## src/rtl/seq_alu_core_if.sv

```systemverilog
// Request/response handshake bundle between the EX-stage operand source and seq_alu_core.
// The master drives requests and consumes results; the slave is the ALU core.
interface seq_alu_core_if #(
  parameter int WIDTH = 32
);
  logic             in_valid;
  logic             in_ready;
  logic [3:0]       ALU_sel;
  logic [WIDTH-1:0] op_a;
  logic [WIDTH-1:0] op_b;
  logic             out_valid;
  logic             out_ready;
  logic [WIDTH-1:0] result;
  logic             zero;
  logic             carry;
  logic             overflow;
  logic             illegal;

  modport master (
    output in_valid, ALU_sel, op_a, op_b, out_ready,
    input  in_ready, out_valid, result, zero, carry, overflow, illegal
  );

  modport slave (
    input  in_valid, ALU_sel, op_a, op_b, out_ready,
    output in_ready, out_valid, result, zero, carry, overflow, illegal
  );
endinterface

```

## src/rtl/seq_alu_core.sv

```systemverilog
// Handshaked EX-stage ALU: one-cycle logic/arith/compare, iterative 1-bit/cycle shifts.
// Define SEQ_ALU_FAST_SHIFT_EN to replace the iterative shifter with a one-cycle barrel shifter.
module seq_alu_core #(
  parameter int WIDTH = 32
) (
  input logic           clk,
  input logic           rst,
  seq_alu_core_if.slave bus
);
  localparam int SHW = $clog2(WIDTH);

  typedef enum logic [3:0] {
    OP_AND = 4'b0000,
    OP_OR  = 4'b0001,
    OP_ADD = 4'b0010,
    OP_XOR = 4'b0011,
    OP_SUB = 4'b0110,
    OP_SLT = 4'b0111,
    OP_SLL = 4'b1000,
    OP_SRL = 4'b1001,
    OP_SRA = 4'b1010
  } alu_op_e;

  typedef enum logic [1:0] {
    S_IDLE  = 2'd0,
`ifndef SEQ_ALU_FAST_SHIFT_EN
    S_SHIFT = 2'd1,
`endif
    S_DONE  = 2'd2
  } state_e;

  state_e           state_q;
  logic             in_ready_q;
  logic             out_valid_q;
  logic [WIDTH-1:0] result_q;
  logic             zero_q;
  logic             carry_q;
  logic             overflow_q;
  logic             illegal_q;

  logic [SHW-1:0]   shamt;
  logic [WIDTH:0]   sum;
  logic [WIDTH-1:0] alu_res;
  logic             alu_c;
  logic             alu_v;
  logic             alu_ill;

  assign shamt = bus.op_b[SHW-1:0];

`ifndef SEQ_ALU_FAST_SHIFT_EN
  logic             is_shift;
  logic [WIDTH-1:0] work_q;
  logic [WIDTH-1:0] work_step;
  logic [SHW-1:0]   cnt_q;
  logic [1:0]       sh_sel_q;
`endif

  // NOTE: every combinational output gets a default first, so no path leaves it unassigned and infers a latch.
  always_comb begin
    sum     = '0;
    alu_res = '0;
    alu_c   = 1'b0;
    alu_v   = 1'b0;
    alu_ill = 1'b0;
`ifndef SEQ_ALU_FAST_SHIFT_EN
    is_shift = 1'b0;
`endif
    case (bus.ALU_sel)
      OP_AND: alu_res = bus.op_a & bus.op_b;
      OP_OR:  alu_res = bus.op_a | bus.op_b;
      OP_XOR: alu_res = bus.op_a ^ bus.op_b;
      OP_ADD: begin
        sum     = {1'b0, bus.op_a} + {1'b0, bus.op_b};
        alu_res = sum[WIDTH-1:0];
        alu_c   = sum[WIDTH];
        alu_v   = (bus.op_a[WIDTH-1] == bus.op_b[WIDTH-1]) && (alu_res[WIDTH-1] != bus.op_a[WIDTH-1]);
      end
      OP_SUB: begin
        // Carry-out of a + ~b + 1 is "no borrow", so it is inverted.
        sum     = {1'b0, bus.op_a} + {1'b0, ~bus.op_b} + {{WIDTH{1'b0}}, 1'b1};
        alu_res = sum[WIDTH-1:0];
        alu_c   = ~sum[WIDTH];
        alu_v   = (bus.op_a[WIDTH-1] != bus.op_b[WIDTH-1]) && (alu_res[WIDTH-1] != bus.op_a[WIDTH-1]);
      end
      OP_SLT: alu_res = {{(WIDTH-1){1'b0}}, ($signed(bus.op_a) < $signed(bus.op_b))};
`ifdef SEQ_ALU_FAST_SHIFT_EN
      OP_SLL: alu_res = bus.op_a << shamt;
      OP_SRL: alu_res = bus.op_a >> shamt;
      OP_SRA: alu_res = $signed(bus.op_a) >>> shamt;
`else
      OP_SLL, OP_SRL, OP_SRA: begin
        is_shift = 1'b1;
        alu_res  = bus.op_a;
      end
`endif
      default: alu_ill = 1'b1;
    endcase
  end

`ifndef SEQ_ALU_FAST_SHIFT_EN
  always_comb begin
    work_step = work_q;
    case (sh_sel_q)
      2'b00:   work_step = {work_q[WIDTH-2:0], 1'b0};
      2'b01:   work_step = {1'b0, work_q[WIDTH-1:1]};
      default: work_step = {work_q[WIDTH-1], work_q[WIDTH-1:1]};
    endcase
  end
`endif

  // NOTE: sequential state uses non-blocking assignments so every register samples pre-edge values.
  always_ff @(posedge clk) begin
    if (rst) begin
      state_q     <= S_IDLE;
      in_ready_q  <= 1'b1;
      out_valid_q <= 1'b0;
      result_q    <= '0;
      zero_q      <= 1'b0;
      carry_q     <= 1'b0;
      overflow_q  <= 1'b0;
      illegal_q   <= 1'b0;
`ifndef SEQ_ALU_FAST_SHIFT_EN
      work_q      <= '0;
      cnt_q       <= '0;
      sh_sel_q    <= 2'b00;
`endif
    end else begin
      case (state_q)
        S_IDLE: begin
          if (bus.in_valid) begin
            in_ready_q <= 1'b0;
`ifndef SEQ_ALU_FAST_SHIFT_EN
            if (is_shift && (shamt != '0)) begin
              work_q   <= bus.op_a;
              cnt_q    <= shamt;
              sh_sel_q <= bus.ALU_sel[1:0];
              state_q  <= S_SHIFT;
            end else
`endif
            begin
              result_q    <= alu_res;
              zero_q      <= (alu_res == '0);
              carry_q     <= alu_c;
              overflow_q  <= alu_v;
              illegal_q   <= alu_ill;
              out_valid_q <= 1'b1;
              state_q     <= S_DONE;
            end
          end
        end
`ifndef SEQ_ALU_FAST_SHIFT_EN
        S_SHIFT: begin
          work_q <= work_step;
          cnt_q  <= cnt_q - 1'b1;
          // The final step publishes straight to the result, so the counter stops at zero.
          if (cnt_q == {{(SHW-1){1'b0}}, 1'b1}) begin
            result_q    <= work_step;
            zero_q      <= (work_step == '0);
            carry_q     <= 1'b0;
            overflow_q  <= 1'b0;
            illegal_q   <= 1'b0;
            out_valid_q <= 1'b1;
            state_q     <= S_DONE;
          end
        end
`endif
        S_DONE: begin
          if (bus.out_ready) begin
            out_valid_q <= 1'b0;
            in_ready_q  <= 1'b1;
            state_q     <= S_IDLE;
          end
        end
        default: begin
          state_q     <= S_IDLE;
          in_ready_q  <= 1'b1;
          out_valid_q <= 1'b0;
        end
      endcase
    end
  end

  assign bus.in_ready  = in_ready_q;
  assign bus.out_valid = out_valid_q;
  assign bus.result    = result_q;
  assign bus.zero      = zero_q;
  assign bus.carry     = carry_q;
  assign bus.overflow  = overflow_q;
  assign bus.illegal   = illegal_q;
endmodule

```

## src/flat_wrapper.sv

```systemverilog
// flat-port wrapper written by rule: the top's interface ports become plain ports
module seq_alu_core_flat 
#(
  parameter int WIDTH = 32
)
  (clk, rst, bus_in_valid, bus_ALU_sel, bus_op_a, bus_op_b, bus_out_ready, bus_in_ready, bus_out_valid, bus_result, bus_zero, bus_carry, bus_overflow, bus_illegal);
  seq_alu_core_if #(.WIDTH(WIDTH)) bus_i ();
  input logic clk;
  input logic rst;
  input wire logic [$bits(bus_i.in_valid)-1:0] bus_in_valid;
  input wire logic [$bits(bus_i.ALU_sel)-1:0] bus_ALU_sel;
  input wire logic [$bits(bus_i.op_a)-1:0] bus_op_a;
  input wire logic [$bits(bus_i.op_b)-1:0] bus_op_b;
  input wire logic [$bits(bus_i.out_ready)-1:0] bus_out_ready;
  output wire logic [$bits(bus_i.in_ready)-1:0] bus_in_ready;
  output wire logic [$bits(bus_i.out_valid)-1:0] bus_out_valid;
  output wire logic [$bits(bus_i.result)-1:0] bus_result;
  output wire logic [$bits(bus_i.zero)-1:0] bus_zero;
  output wire logic [$bits(bus_i.carry)-1:0] bus_carry;
  output wire logic [$bits(bus_i.overflow)-1:0] bus_overflow;
  output wire logic [$bits(bus_i.illegal)-1:0] bus_illegal;
  assign bus_i.in_valid = bus_in_valid;
  assign bus_i.ALU_sel = bus_ALU_sel;
  assign bus_i.op_a = bus_op_a;
  assign bus_i.op_b = bus_op_b;
  assign bus_i.out_ready = bus_out_ready;
  assign bus_in_ready = bus_i.in_ready;
  assign bus_out_valid = bus_i.out_valid;
  assign bus_result = bus_i.result;
  assign bus_zero = bus_i.zero;
  assign bus_carry = bus_i.carry;
  assign bus_overflow = bus_i.overflow;
  assign bus_illegal = bus_i.illegal;
  seq_alu_core #(.WIDTH(WIDTH)) u_core (.clk(clk), .rst(rst), .bus(bus_i));
endmodule
```

## config.mk

```make
export PLATFORM = sky130hd
export DESIGN_NAME = seq_alu_core_flat
export DESIGN_NICKNAME = d
export VERILOG_FILES = /design/src/rtl/seq_alu_core_if.sv /design/src/rtl/seq_alu_core.sv /design/src/flat_wrapper.sv
export SDC_FILE = /design/constraint.sdc
export NUM_CORES = 1
export LEC_CHECK = 0
export BUFFER_PORTS_ARGS = -buffer_cell sky130_fd_sc_hd__buf_4
export CORE_ASPECT_RATIO = 1.5
export CORE_MARGIN = 10
export CORE_UTILIZATION = 50
export CTS_CLUSTER_SIZE = 20
export DETAILED_ROUTE_END_ITERATION = 8
export PLACE_DENSITY = 0.78
export REMOVE_ABC_BUFFERS = 1
export SLEW_MARGIN = 20
export SYNTH_ARGS = -nofsm -noshare
export SYNTH_HDL_FRONTEND = slang
export SYNTH_SLANG_ARGS = --single-unit
```

## constraint.sdc

```tcl
create_clock -name clk -period 3.7 [get_ports clk]
set_input_delay 0.37 -clock clk [delete_from_list [all_inputs] [get_ports clk]]
set_output_delay 0.37 -clock clk [all_outputs]
set_load 0.03 [all_outputs]
```

### After elaboration in Yosys (flattened, before gate mapping)

Cells that the tools add are included.

* logic and storage cells: 104
* bits of input ports: 72
* output and inout bits: 38
* flip-flop bits (word level): 79

* order comparisons: 1
* bitwise gates (word level): 6
* reduce and logical (&&, ||, !) cells: 18
* mux-type cells: 43
* add/sub/neg operators: 4
* equality and inequality tests: 21

Operators by type and width (number)
* 32-bit one-hot mux with 7 select lines: 1
* 32-bit one-hot mux with 2 select lines: 3
* 32-bit 2-to-1 mux: 5
* 32-bit by 32-bit adder with 33-bit output: 2
* 32-bit zero test: 2
* 33-bit by 1-bit adder with 33-bit output, second input constant: 1
* 32-bit bitwise AND: 1
* 32-bit < comparator: 1
* 32-bit NOT: 1
* 32-bit bitwise OR: 1
* 32-bit bitwise XOR: 1
* 1-bit 2-to-1 mux: 18
* 4-bit == test, second input constant: 3
* 1-bit one-hot mux with 2 select lines: 6
* 3-bit AND reduction: 4
* 5-bit 2-to-1 mux: 2
* 5-bit one-hot mux with 2 select lines: 1
* 9-bit OR reduction: 1
* 4-bit by 2-bit == test with 1-bit output, second input constant: 2
* 4-bit by 3-bit == test with 1-bit output, second input constant: 2
* 2-bit 2-to-1 mux: 4
* 4-bit AND reduction: 2
* 2-bit inequality test, second input constant: 3
* 1-bit one-hot mux with 3 select lines: 2
* other kinds (16): 24

### Logic depth before layout (Yosys ltp)

* depth in word-level cells: 9
* gate-level depth with buffers: 15
* gate-level depth less buffers: 14

### Worst setup path before layout

Ideal clock, no wire load.

* path type: in2reg
* start: input port bus_op_b[0]
* end: register u_core.zero_q, in the netlist u_core.bus.zero
* slack: 0.512 ns
* library setup time: 0.088 ns
* stages on the path: 14
* arrival: 3.100 ns
* path buffers: 0
* data required time: 3.612 ns
* path through: ha_1 inv_1 fa_1 and2b_1 o2111ai_1 a211o_1 and3_1 o32ai_1 nand2_1 nor4_2 and4_1 nor4b_2 nand4_1 o32ai_2

* word-level cells in the longest chain between the ends: 8
* elaborated cells on any way between the ends: 17
* those cells by class: 3 x add/sub; 1 x order compare; 1 x eq/ne; 4 x mux; 4 x bitwise; 4 x reduce/logical

Ends and longest elaborated chain
* from (decl): line flat_wrapper.sv:13 `input wire logic [$bits(bus_i.op_b)-1:0] bus_op_b;`
* 32-bit NOT: line seq_alu_core.sv:80 `sum = {1'b0, bus.op_a} + {1'b0, ~bus.op_b} + {{WIDTH{1'b0}}, 1'b1};`
* 32-bit by 32-bit adder with 33-bit output: line seq_alu_core.sv:80
* 33-bit by 1-bit adder with 33-bit output: line seq_alu_core.sv:80
* 32-bit one-hot mux with 7 select lines: line seq_alu_core.sv:68 `case (bus.ALU_sel)`
* 32-bit zero test: line seq_alu_core.sv:142 `zero_q <= (alu_res == '0);`
* 1-bit 2-to-1 mux: line seq_alu_core.sv:133 `if (is_shift && (shamt != '0)) begin`
* 1-bit 2-to-1 mux: line seq_alu_core.sv:130 `if (bus.in_valid) begin`
* 1-bit one-hot mux with 2 select lines: line seq_alu_core.sv:128 `case (state_q)`
* to (signal assigned): line seq_alu_core.sv:142
* to (signal assigned): line seq_alu_core.sv:158 `zero_q <= (work_step == '0);`
* to (decl): line seq_alu_core.sv:36 `logic zero_q;`

Several ways; a longest one is shown, not always the timed one. The select of a mux whose other input is x is not followed.
A chain may end at the register's enable or synchronous reset.

### Worst setup path in the final report

* start: input port bus_op_a[7]
* end: register u_core.zero_q, in the netlist u_core.bus.zero

* word-level cells in the longest chain between the ends: 7
* elaborated cells on any way between the ends: 12
* those cells by class: 3 x add/sub; 1 x order compare; 4 x mux; 3 x bitwise; 1 x reduce/logical

Ends and longest elaborated chain
* from (decl): line flat_wrapper.sv:12 `input wire logic [$bits(bus_i.op_a)-1:0] bus_op_a;`
* 32-bit by 32-bit adder with 33-bit output: line seq_alu_core.sv:80
* 33-bit by 1-bit adder with 33-bit output: line seq_alu_core.sv:80
* 32-bit one-hot mux with 7 select lines *: line seq_alu_core.sv:68
* 32-bit zero test *: line seq_alu_core.sv:142
* 1-bit 2-to-1 mux *: line seq_alu_core.sv:133
* 1-bit 2-to-1 mux *: line seq_alu_core.sv:130
* 1-bit one-hot mux with 2 select lines *: line seq_alu_core.sv:128

Mark *: on every way between the ends. The rest lies on a longest branch, timed or not. The select of a mux whose other input is x is not followed.

==> flow_summary.ini <==
[outcome]
status = finished clean

[floorplan]
die-area_um2 = 26100
die_w_um = 135
die_h_um = 193
initial_core_util_pct = 50.7
ios = 110
core_um2 = 19700
std_cell_rows = 63

[power_and_ir_drop]
total_power_uw = 3670
power.density_nw_per_um2 = 291
switching_share_pct = 42.5
pwr-share-clk_pct = 25.1
sequentialPowerShare_pct = 26.2
p_sw_uw = 1560
power_leakage_uw = 0.00580
irDropWorstVdd_v = 0.000218
internal_power_uw = 2110
combPwrFrac_pct = 48.7

[clock_network]
post-cts-setup-buffers = 0
htree_levels = 3
clk_pin_slew_ps = 70
clkLatencyLatePin_ps = 360
cts_buffers = 9
clkSinkCount = 79
cts_tree = built
cts_root_buffer = clkbuf_16
clock_path_buffers = 2

[timing]
slew_viol_final = 0
layout_min_cycle_time_ps = 3570
rsz0062_at_grt = false
finalHoldViolCount = 0
worst_pin_slew_ps = 1180
max_freq_ghz = 0.280
skew_ps = 15.2
fin_ws_ps = 129
fin_crit_sh_pct = 96.5
timing.slew.headroom_pct = 21.0
setup_viol = 0

[synthesis]
ys_types = 80
yosys-top-cells-area = dfxtp_1 16%, ha_1 14%, nor2_1 7.3%
synth_edf_count = 0
postSynthAreaPerCell_um2 = 6.95
synthFlopType = dfxtp_1
yosys_warnings = 0
async_flop_share_pct = 0
ys_seq_area_share_pct = 15.8
yosys.area.top_type = dfxtp_1
netlist.area_leader.share_pct = 15.8
syn_area_um2 = 9990
ys_ff_latch = 79
synth_cells = 1437

[layout]
area_growth_pct = 26.1
final_cell_mix = 304 x buf_4, 192 x nor2_1, 143 x a21oi_1
final_common_cell = buf_4
nNetsFinal = 1836
diodes = 0
drive_gt1_share_pct = 22.4

[routing]
drt_first_pass_iters = 5
drt_iter0_markers = 1343
wl_met2_mm = 21.7
dr_wl_met3_mm = 3.27
routed_wl_mm = 44.0
postRouteAntennaNets = 0
wl_met1_mm = 15.5
vias = 12380
via_per_inst = 6.45
drc_errors = 0
wl_per_cell_um = 22.9
highest_layer = met4

[worst_setup_path]
critPathLaunch = bus_op_a[7]
reg2reg_slack_ps = 320
critical_path_class = primary input to register
r2r-end = u_core.bus.zero
crit_required_ps = 3970
end_kind = register
endpoint = u_core.bus.zero
rr_startpoint = u_core.cnt_q[0]
path_max_fanout = 4
r2r_cells = 14
cp-start-kind = primary input
critPathArrivalTime_ps = 3840

[global_routing]
grt_max_degree = 78
grt_pass1_wl_mm = 67.3
grt_overflow = 0
grt_use_total_pct = 32.7
antenna_found_initial = 0
grt_pass1_vias = 12415

[hold_path]
worstHoldPathType = primary input to register
holdCritStartpoint = bus_out_ready
min_delay_path_depth = 4

[placement]
post-place-ws_ps = -167
gp_congestion = 1.06
port_buffers = 109
hpwl_mm = 34.6

[flow_run]
drv_cap = 0
## metal layers
layer | global-route usage (%) | up-vias
met3 | 5.19 | 224
li1 | - | 5654
met5 | 0 | -
met2 | 58.6 | 693
met4 | 23.7 | 0
met1 | 33.8 | 5809
## kinds of logic after synthesis
kind of cell               Yosys count  share of synthesized area, %
muxes                               52                          5.21
adders and majority gates          111                          14.1
AOI/OAI and AO/OA                  474                          31.9
buffers and inverters              223                          8.91
xor gates and xnor gates            12                          1.05
DFF                                 79                          15.8
and+or+nand+nor                    486                          23.0
## power groups by stage
stage,Combinational (µW),Sequential (µW),Clock (µW)
after detailed placement,1720,978,0
after global placement,1710,976,0
after CTS,1730,959,925
after floorplan,868,1030,0
final,1790,962,922
after global routing,1920,966,962
## worst min-delay path by stage
| stage | slack [ps] | to |
|---|---|---|
| after floorplan | 440 | u_core.bus.carry |
| after detailed placement | 450 | u_core.bus.carry |
| after global routing | 400 | u_core.bus.out_valid |
| final | 360 | u_core.state_q[1] |
| after global placement | 440 | u_core.bus.result[2] |
| after CTS | 360 | u_core.bus.out_valid |
## cell usage after synthesis (6+ instances only)
| cell | number |
|---|---|
| a2bb2oi_1 | 6 |
| o21bai_1 | 6 |
| nand4_1 | 25 |
| buf_2 | 18 |
| or2_2 | 8 |
| clkbuf_1 | 70 |
| nor2b_1 | 17 |
| nor3_1 | 54 |
| dfxtp_1 | 79 |
| buf_1 | 7 |
| a21oi_1 | 144 |
| mux2i_1 | 52 |
| nand2_1 | 86 |
| a221oi_1 | 22 |
| nand3_1 | 28 |
| nor4_1 | 18 |
| o21ai_0 | 73 |
| xnor2_1 | 12 |
| a22oi_1 | 18 |
| a211oi_1 | 65 |
| o2111ai_1 | 6 |
| inv_1 | 122 |
| nand2b_1 | 18 |
| o31ai_1 | 12 |
| o22ai_1 | 10 |
| o211ai_1 | 19 |
| a221o_1 | 6 |
| a31oi_1 | 8 |
| a21o_1 | 11 |
| nor2_1 | 194 |
| ha_1 | 109 |
## layout make-up
| class | instances | area (µm²) |
|---|---|---|
| Inverter | 122 | 458 |
| Multi-Input combinational cell | 1135 | 7620 |
| Tap cell | 260 | 325 |
| Fill cell | 1871 | 7110 |
| Timing Repair Buffer | 306 | 2320 |
| Clock buffer | 9 | 225 |
| Clock inverter | 7 | 72.6 |
| Sequential cell | 79 | 1580 |
## flip-flops by register name, summed over array words and instances, names as in the netlist
signal and flops:
u_core.bus.zero 1, u_core.sh_sel_q 2, u_core.bus.in_ready 1, u_core.bus.overflow 1
u_core.cnt_q 5, u_core.bus.illegal 1, u_core.work_q 32, u_core.bus.out_valid 1
u_core.bus.carry 1, u_core.bus.result 32, u_core.state_q 2
## timing repair
item                       4_1_cts  5_1_grt
hold buffers                     0        0
setup endpoints to repair        0        2
resized for setup                0       11
## critical path, stage by stage
cell	delay, ps
buf_4	140
buf_4	150
buf_4	130
ha_1	190
a21o_1	200
nor3_1	460
a211oi_2	170
nand2b_1	240
a31o_2	280
a21boi_0	420
o21ai_0	140
o211ai_1	210
a21boi_0	310
nand4_1	160
o32ai_2	260
## per-stage QoR
stage | setup TNS [ps] | cell area [µm²] | util, % | hold slack [ps] | instances
after floorplan | -19990 | 9560 | - | 439 | 1336
after global placement | -272 | 12200 | 62.1 | 442 | 1902
after detailed placement | -386 | 12200 | 62.1 | 450 | 1902
after CTS | 0 | 12500 | 63.6 | 356 | 1918
after global routing | 0 | 12600 | 63.9 | 399 | 1918
final | 0 | 12600 | 63.9 | 362 | 1918
No activity file was read; power rests on OpenSTA's default activity.
